===== config.mk =====
export PLATFORM = sky130hd
export DESIGN_NAME = animator_pipe
export DESIGN_NICKNAME = d
export VERILOG_FILES = /design/src/rtl/animator_pkg.sv /design/src/rtl/animator_step.sv /design/src/rtl/animator_pipe.sv
export SDC_FILE = /design/constraint.sdc
export NUM_CORES = 1
export LEC_CHECK = 0
export ABC_AREA = 1
export CORE_ASPECT_RATIO = 2
export CORE_MARGIN = 1
export CORE_UTILIZATION = 51
export CTS_CLUSTER_DIAMETER = 80
export CTS_CLUSTER_SIZE = 40
export DETAILED_ROUTE_END_ITERATION = 12
export PLACE_DENSITY = 0.81
export SKIP_LAST_GASP = 1
export SYNTH_ARGS = -nofsm -noshare
export SYNTH_HDL_FRONTEND = slang
export SYNTH_SLANG_ARGS = --single-unit

===== constraint.sdc =====
create_clock -name i_clk -period 3.3 [get_ports i_clk]
set_input_delay 0.99 -clock i_clk [delete_from_list [all_inputs] [get_ports i_clk]]
set_output_delay 0.99 -clock i_clk [all_outputs]
set_load 0.05 [all_outputs]

===== src/rtl/animator_pkg.sv =====
// Shared encodings and width rules for the animator pipeline.
// Optional feature macro used by this slice: ANIMATOR_SETTLED_EN.
package animator_pkg;

   localparam logic c_mode_linear = 1'b0;
   localparam logic c_mode_exp    = 1'b1;

   typedef enum logic [1:0] {
      ST_IDLE  = 2'd0,
      ST_SWEEP = 2'd1,
      ST_DRAIN = 2'd2
   } state_t;

   // Signed difference of two unsigned channel values needs one extra bit.
   function automatic int step_diff_w(input int bpc);
      return bpc + 1;
   endfunction

endpackage


===== src/rtl/animator_step.sv =====
// One registered stage moving a current channel value toward its target.
// With ANIMATOR_SETTLED_EN it also reports whether the new value equals the target.
module animator_step
   import animator_pkg::*;
#(
   parameter int c_bpc     = 12,
   parameter int c_shift_w = 4
) (
   input  logic                 i_clk,
   input  logic                 i_rst_n,
   input  logic                 i_en,
   input  logic                 i_mode,
   input  logic [c_bpc-1:0]     i_step,
   input  logic [c_shift_w-1:0] i_shift,
   input  logic [c_bpc-1:0]     i_target,
   input  logic [c_bpc-1:0]     i_current,
   output logic [c_bpc-1:0]     o_value
`ifdef ANIMATOR_SETTLED_EN
  ,output logic                 o_hit
`endif
);

   localparam int c_dw = step_diff_w(c_bpc);
   localparam logic signed [c_dw-1:0] c_pos_one = c_dw'(1);
   localparam logic signed [c_dw-1:0] c_neg_one = {c_dw{1'b1}};

   logic signed [c_dw-1:0] diff_s;
   logic signed [c_dw-1:0] mag_s;
   logic signed [c_dw-1:0] shifted_s;
   logic signed [c_dw-1:0] delta_s;
   logic signed [c_dw-1:0] sum_s;
   logic [c_bpc-1:0]       new_s;
   int                     sh_s;

   // Next channel value; the exponential step is forced to at least one LSB so it always converges.
   always_comb begin
      new_s     = i_current;
      diff_s    = $signed({1'b0, i_target}) - $signed({1'b0, i_current});
      mag_s     = diff_s[c_dw-1] ? -diff_s : diff_s;
      sh_s      = (int'(i_shift) > c_bpc) ? c_bpc : int'(i_shift);
      shifted_s = diff_s >>> sh_s;
      delta_s   = ((shifted_s == '0) && (diff_s != '0)) ?
                  (diff_s[c_dw-1] ? c_neg_one : c_pos_one) : shifted_s;
      sum_s     = $signed({1'b0, i_current}) + delta_s;
      case (i_mode)
         c_mode_linear: begin
            if (mag_s <= $signed({1'b0, i_step})) begin
               new_s = i_target;
            end else if (diff_s[c_dw-1]) begin
               new_s = i_current - i_step;
            end else begin
               new_s = i_current + i_step;
            end
         end
         c_mode_exp: new_s = sum_s[c_bpc-1:0];
         default:    new_s = i_current;
      endcase
   end

   // Output register, loaded only for valid pipeline slots.
   always_ff @(posedge i_clk or negedge i_rst_n) begin
      if (!i_rst_n) begin
         o_value <= '0;
`ifdef ANIMATOR_SETTLED_EN
         o_hit   <= 1'b0;
`endif
      end else if (i_en) begin
         o_value <= new_s;
`ifdef ANIMATOR_SETTLED_EN
         o_hit   <= (new_s == i_target);
`endif
      end
   end

endmodule


===== src/rtl/animator_pipe.sv =====
// Per-frame channel animator: sweeps all channels at one per clock, with request queuing.
// Optional o_settled status is built when ANIMATOR_SETTLED_EN is defined.
module animator_pipe
   import animator_pkg::*;
#(
   parameter int c_ledboards = 30,
   parameter int c_channels  = c_ledboards * 32,
   parameter int c_addr_w    = $clog2(c_channels),
   parameter int c_bpc       = 12,
   parameter int c_shift_w   = 4
) (
   input  logic                 i_clk,
   input  logic                 i_rst_n,
   input  logic                 i_drq,
   input  logic                 i_mode,
   input  logic [c_bpc-1:0]     i_step,
   input  logic [c_shift_w-1:0] i_shift,
   input  logic [c_bpc-1:0]     i_target_data,
   input  logic [c_bpc-1:0]     i_current_data,
   output logic [c_addr_w-1:0]  o_target_raddr,
   output logic [c_addr_w-1:0]  o_current_raddr,
   output logic [c_addr_w-1:0]  o_current_waddr,
   output logic                 o_current_wen,
   output logic [c_bpc-1:0]     o_current_data,
   output logic                 o_busy,
   output logic                 o_done
`ifdef ANIMATOR_SETTLED_EN
  ,output logic                 o_settled
`endif
);

   localparam logic [c_addr_w-1:0] c_last_addr = c_addr_w'(c_channels - 1);

   state_t                 state_r;
   logic [c_addr_w-1:0]    cnt_r;
   logic [c_addr_w-1:0]    addr1_r;
   logic                   pending_r;
   logic                   drain_r;
   logic                   valid1_r;
   logic                   mode_r;
   logic [c_bpc-1:0]       step_r;
   logic [c_shift_w-1:0]   shift_r;
   logic                   start_s;
   logic                   finish_s;

   assign start_s         = (state_r == ST_IDLE) && (i_drq || pending_r);
   assign finish_s        = (state_r == ST_DRAIN) && drain_r;
   assign o_target_raddr  = cnt_r;
   assign o_current_raddr = cnt_r;

   // Sweep FSM: address counter, request queuing, busy/done status and ramp parameter capture.
   always_ff @(posedge i_clk or negedge i_rst_n) begin
      if (!i_rst_n) begin
         state_r   <= ST_IDLE;
         cnt_r     <= '0;
         pending_r <= 1'b0;
         drain_r   <= 1'b0;
         mode_r    <= c_mode_linear;
         step_r    <= '0;
         shift_r   <= '0;
         o_busy    <= 1'b0;
         o_done    <= 1'b0;
      end else begin
         o_done <= 1'b0;
         case (state_r)
            ST_IDLE: begin
               if (start_s) begin
                  state_r   <= ST_SWEEP;
                  cnt_r     <= '0;
                  pending_r <= 1'b0;
                  o_busy    <= 1'b1;
                  mode_r    <= i_mode;
                  step_r    <= i_step;
                  shift_r   <= i_shift;
               end
            end
            ST_SWEEP: begin
               pending_r <= pending_r | i_drq;
               if (cnt_r == c_last_addr) begin
                  cnt_r   <= '0;
                  drain_r <= 1'b0;
                  state_r <= ST_DRAIN;
               end else begin
                  cnt_r <= cnt_r + c_addr_w'(1);
               end
            end
            ST_DRAIN: begin
               pending_r <= pending_r | i_drq;
               if (drain_r) begin
                  drain_r <= 1'b0;
                  state_r <= ST_IDLE;
                  o_busy  <= 1'b0;
                  o_done  <= 1'b1;
               end else begin
                  drain_r <= 1'b1;
               end
            end
            default: begin
               state_r <= ST_IDLE;
               cnt_r   <= '0;
               drain_r <= 1'b0;
               o_busy  <= 1'b0;
            end
         endcase
      end
   end

   // Valid/address shift register aligning the write with the RAM read latency plus the step stage.
   always_ff @(posedge i_clk or negedge i_rst_n) begin
      if (!i_rst_n) begin
         valid1_r        <= 1'b0;
         addr1_r         <= '0;
         o_current_wen   <= 1'b0;
         o_current_waddr <= '0;
      end else begin
         valid1_r        <= (state_r == ST_SWEEP);
         addr1_r         <= cnt_r;
         o_current_wen   <= valid1_r;
         o_current_waddr <= addr1_r;
      end
   end

`ifdef ANIMATOR_SETTLED_EN
   logic hit_s;
   logic all_hit_r;
   logic all_hit_s;

   assign all_hit_s = all_hit_r & (~o_current_wen | hit_s);

   // Settled tracking: AND of per-channel hits over one sweep, published with o_done.
   always_ff @(posedge i_clk or negedge i_rst_n) begin
      if (!i_rst_n) begin
         all_hit_r <= 1'b0;
         o_settled <= 1'b0;
      end else begin
         all_hit_r <= start_s ? 1'b1 : all_hit_s;
         if (finish_s) begin
            o_settled <= all_hit_s;
         end
      end
   end
`endif

   animator_step #(
      .c_bpc     (c_bpc),
      .c_shift_w (c_shift_w)
   ) u_step (
      .i_clk     (i_clk),
      .i_rst_n   (i_rst_n),
      .i_en      (valid1_r),
      .i_mode    (mode_r),
      .i_step    (step_r),
      .i_shift   (shift_r),
      .i_target  (i_target_data),
      .i_current (i_current_data),
      .o_value   (o_current_data)
`ifdef ANIMATOR_SETTLED_EN
     ,.o_hit     (hit_s)
`endif
   );

endmodule


==> results.md <==
* Status: complete, but fails checks
* Failing checks: negative setup slack
* Most frequent cells in the layout: buf_4, nand2_1, inv_1, nor2_1, dfrtp_1
* Clock sink count at 67
* Ant diodes at 0
* Non-Filler Instances at 1295
* Clk_skew at about 0.01 ns
* Worst Path Max Fanout at 5
* Yosys reg bits at 67
* Max H-tree Level at 3
* Grt total ovfl at 0
* Finished Core Util at 81.7%
* Fillers at 702
* Post-Synthesis Cells at 883
* Sequential share of power at between 10 and 15%
* Lkg Pwr at a little under 5 nW
* Pre-antenna DRT Iters at 7
* Cell accounting for the most synthesized area: dfrtp_1
* Top_reg_cell synth: dfrtp_1
* Relative slew margins at 41.1%
* Clock Power Share at about 11%
* Count of cell types in the netlist at 46
* Critical path class: in -> reg
* Slew Viols, Final at 0
* CTS clk-pin slew, worst paths at 0.06 ns
* Yosys warnings at 0
* Drt drc at 0
* Number of synthesized flops with an enable pin at 0
* RSZ-0062 raised after global routing: true
* Switching portion of total power at 48.9%
* Setup Viol. Count Final at 12
* Bufs on Longest Clock Path at 2
* Dpl hpwl at 16800 µm
* First-pass GRT wire length at 37800 µm
* Min Tclk post-route at 4.65 ns
* Pin count of the biggest net entering global routing at 46
* CP endpoint kind: flop
* Nets at around 1.2k
* Yosys top cell area share at 27.5%
* Comb power frac at 74.8%
* Post-DR vias/cell at around 5.8
* Setup TNS at -14.39 ns
* Syn Nets at 984
* Synthesized area at 6090 µm²
* Worst-Skew Late Latency at 0.35 ns
* Most frequent cell on the critical path: nand2_1
* Commonest non-fill, non-tap cell in the layout: buf_4
* Site Rows at 56
* Placed insts at ~1.2k
* Final Wtd Congestion at 0.986
* Seq/Total Area, Yosys at 27.5%
* Synthesized area per cell at a little under 7 µm²
* Routed WL per cell at 19.7 µm
* DRT iter0 DRCs at 771
* Fin Hold WS at 0.348 ns
* CP Data Arrival Time at 4.93 ns
* Met1 Use GR at 36.2%
* Area growth from synthesis to layout at 57.0%
* Core footprint at 11700 µm²
* VDD IR max at a little over 0.7 mV
* GRT Overall Usage at approximately two fifths
* R2R depth at 26
* Final hold viol count at 0
* # IOs at 89
* Worst Hold Depth at 0
* Grt met3 use at between 10% and 20%
* Max-cap violations at 0
* CP max stage delay at 0.32 ns
* PortBufs at 88
* Fraction of layout cells with a size suffix above 1 at 34.6%
* Tcrit/Tclk final at 141%
* Setup slack after layout at -1.35 ns
* Fmax at 215 MHz
* Chip width at just under 80 µm
* Clock root buffer: clkbuf_16
* Least-Margin Pin Slew at just under 0.9 ns
* Pwr/cell area at 994 nW/µm²
* Busiest grt layer: met2
* Hold crit path type: reg -> reg
* Startpoint types: input port
* Slowest CP cell: ha_4
* M2 GR Usage at a little under three quarters
* Synth async-reset ratio at 100%
* Post-DRT Antenna Nets at 0
* Synth top area cells: dfrtp_1, nand2_1, ha_1
* Hold Buf Count CTS at 0
* Die H at between 150 and 200 µm
* WL final at 25500 µm
* TritonCTS Buffers at 9
* Initial antenna violation count at 0
* Worst endpoint required time at between 3 and 4 ns
* CTS tree: yes
* Starting Density at 52.1%
* P_int at 4.86 mW
* NetSw at between 4 and 5 mW
* Vias in the first global route at 7681
* Vias after detailed routing at 7545
* Die area at 12400 µm²
path summary, 6_finish.rpt:
check / start / to / slack, ns
max: i_current_data[2] / u_step.o_value[11] / -1.35
min: addr1_r[7] / o_current_waddr[7] / 0.35
max reg2reg: shift_r[2] / u_step.o_value[8] / -0.15
min reg2reg: addr1_r[7] / o_current_waddr[7] / 0.35
max in group asynchronous: i_rst_n / step_r[2] / 1.97
min in group asynchronous: i_rst_n / u_step.o_value[2] / 0.66
metrics by stage:
step | worst slack, ns | power [mW] | instance area [µm²]
2_1_floorplan | -1.21 | 4.86 | 6180
3_5_place_dp | -2.11 | 7.09 | 8220
4_1_cts | -1.20 | 8.91 | 9350
5_1_grt | -1.60 | 10.1 | 9560
6_report | -1.35 | 9.51 | 9560
3_3_place_gp | -2.00 | 6.97 | 8220
state kept, by name, indices dropped and copies added, names as in the netlist:
name             flops
o_current_wen        1
drain_r              1
o_done               1
pending_r            1
o_current_waddr     10
o_current_raddr     10
o_busy               1
u_step.o_value      12
state_r              2
shift_r              4
valid1_r             1
mode_r               1
step_r              12
addr1_r             10
timing repair:
action | CTS | global route
setup endpoints to repair | 12 | 12
gates resized for setup | 178 | 35
gates cloned | 2 | 0
pin swaps | 68 | 37
buffers inserted | 41 | 10
layer usage:
metal / share of wire, % / wire (µm)
met1: 31 / 7790
met2: 50 / 12800
met3: 8.1 / 2060
met4: 11 / 2820
met5: 0 / 0
area by class of cell:
class	instances	area (µm²)	area share, %
timing repair buffer	278	2440	25.5
inverter	136	533	5.57
clock inverter	7	100	1.05
tap	145	181	1.90
timing repair inverter	1	11.3	0.118
multi-input combinational	652	4400	46.0
clock buffer	9	225	2.35
sequential	67	1680	17.5
cell families after synthesis:
family	Yosys count	share of synthesized area (%)
mux	3	0.554
xor+xnor	33	4.74
buf+inv	164	11.0
fa+ha+maj	57	12.1
simple gates	431	31.9
flops	67	27.5
compound gates	128	12.2
power groups by stage:
stage,Clock [mW],Sequential (mW),Combinational (mW)
finish,1.06,1.33,7.12
global route,1.09,1.36,7.63
CTS,1.06,1.31,6.54
detailed placement,0,1.32,5.77
global placement,0,1.31,5.66
floorplan,0,1.63,3.23
cells in the mapped netlist (8+ instances only):
cell type,n
buf_4,10
a21oi_1,64
xor2_1,29
nor2_1,85
nor3_1,11
clkbuf_1,9
nand2_2,13
dfrtp_1,67
o21ai_0,28
nand2_1,204
nand3_1,83
nand4_1,11
o21ai_1,8
inv_1,130
ha_1,54
worst max-delay path, delay by kind of cell:
kind,cells,cell delay [ns]
adders and majority gates,2,0.50
and+or+nand+nor,21,2.12
buffers and inverters,7,0.85
AOI/OAI and AO/OA,3,0.48
Power figures use the tool's default switching activity.
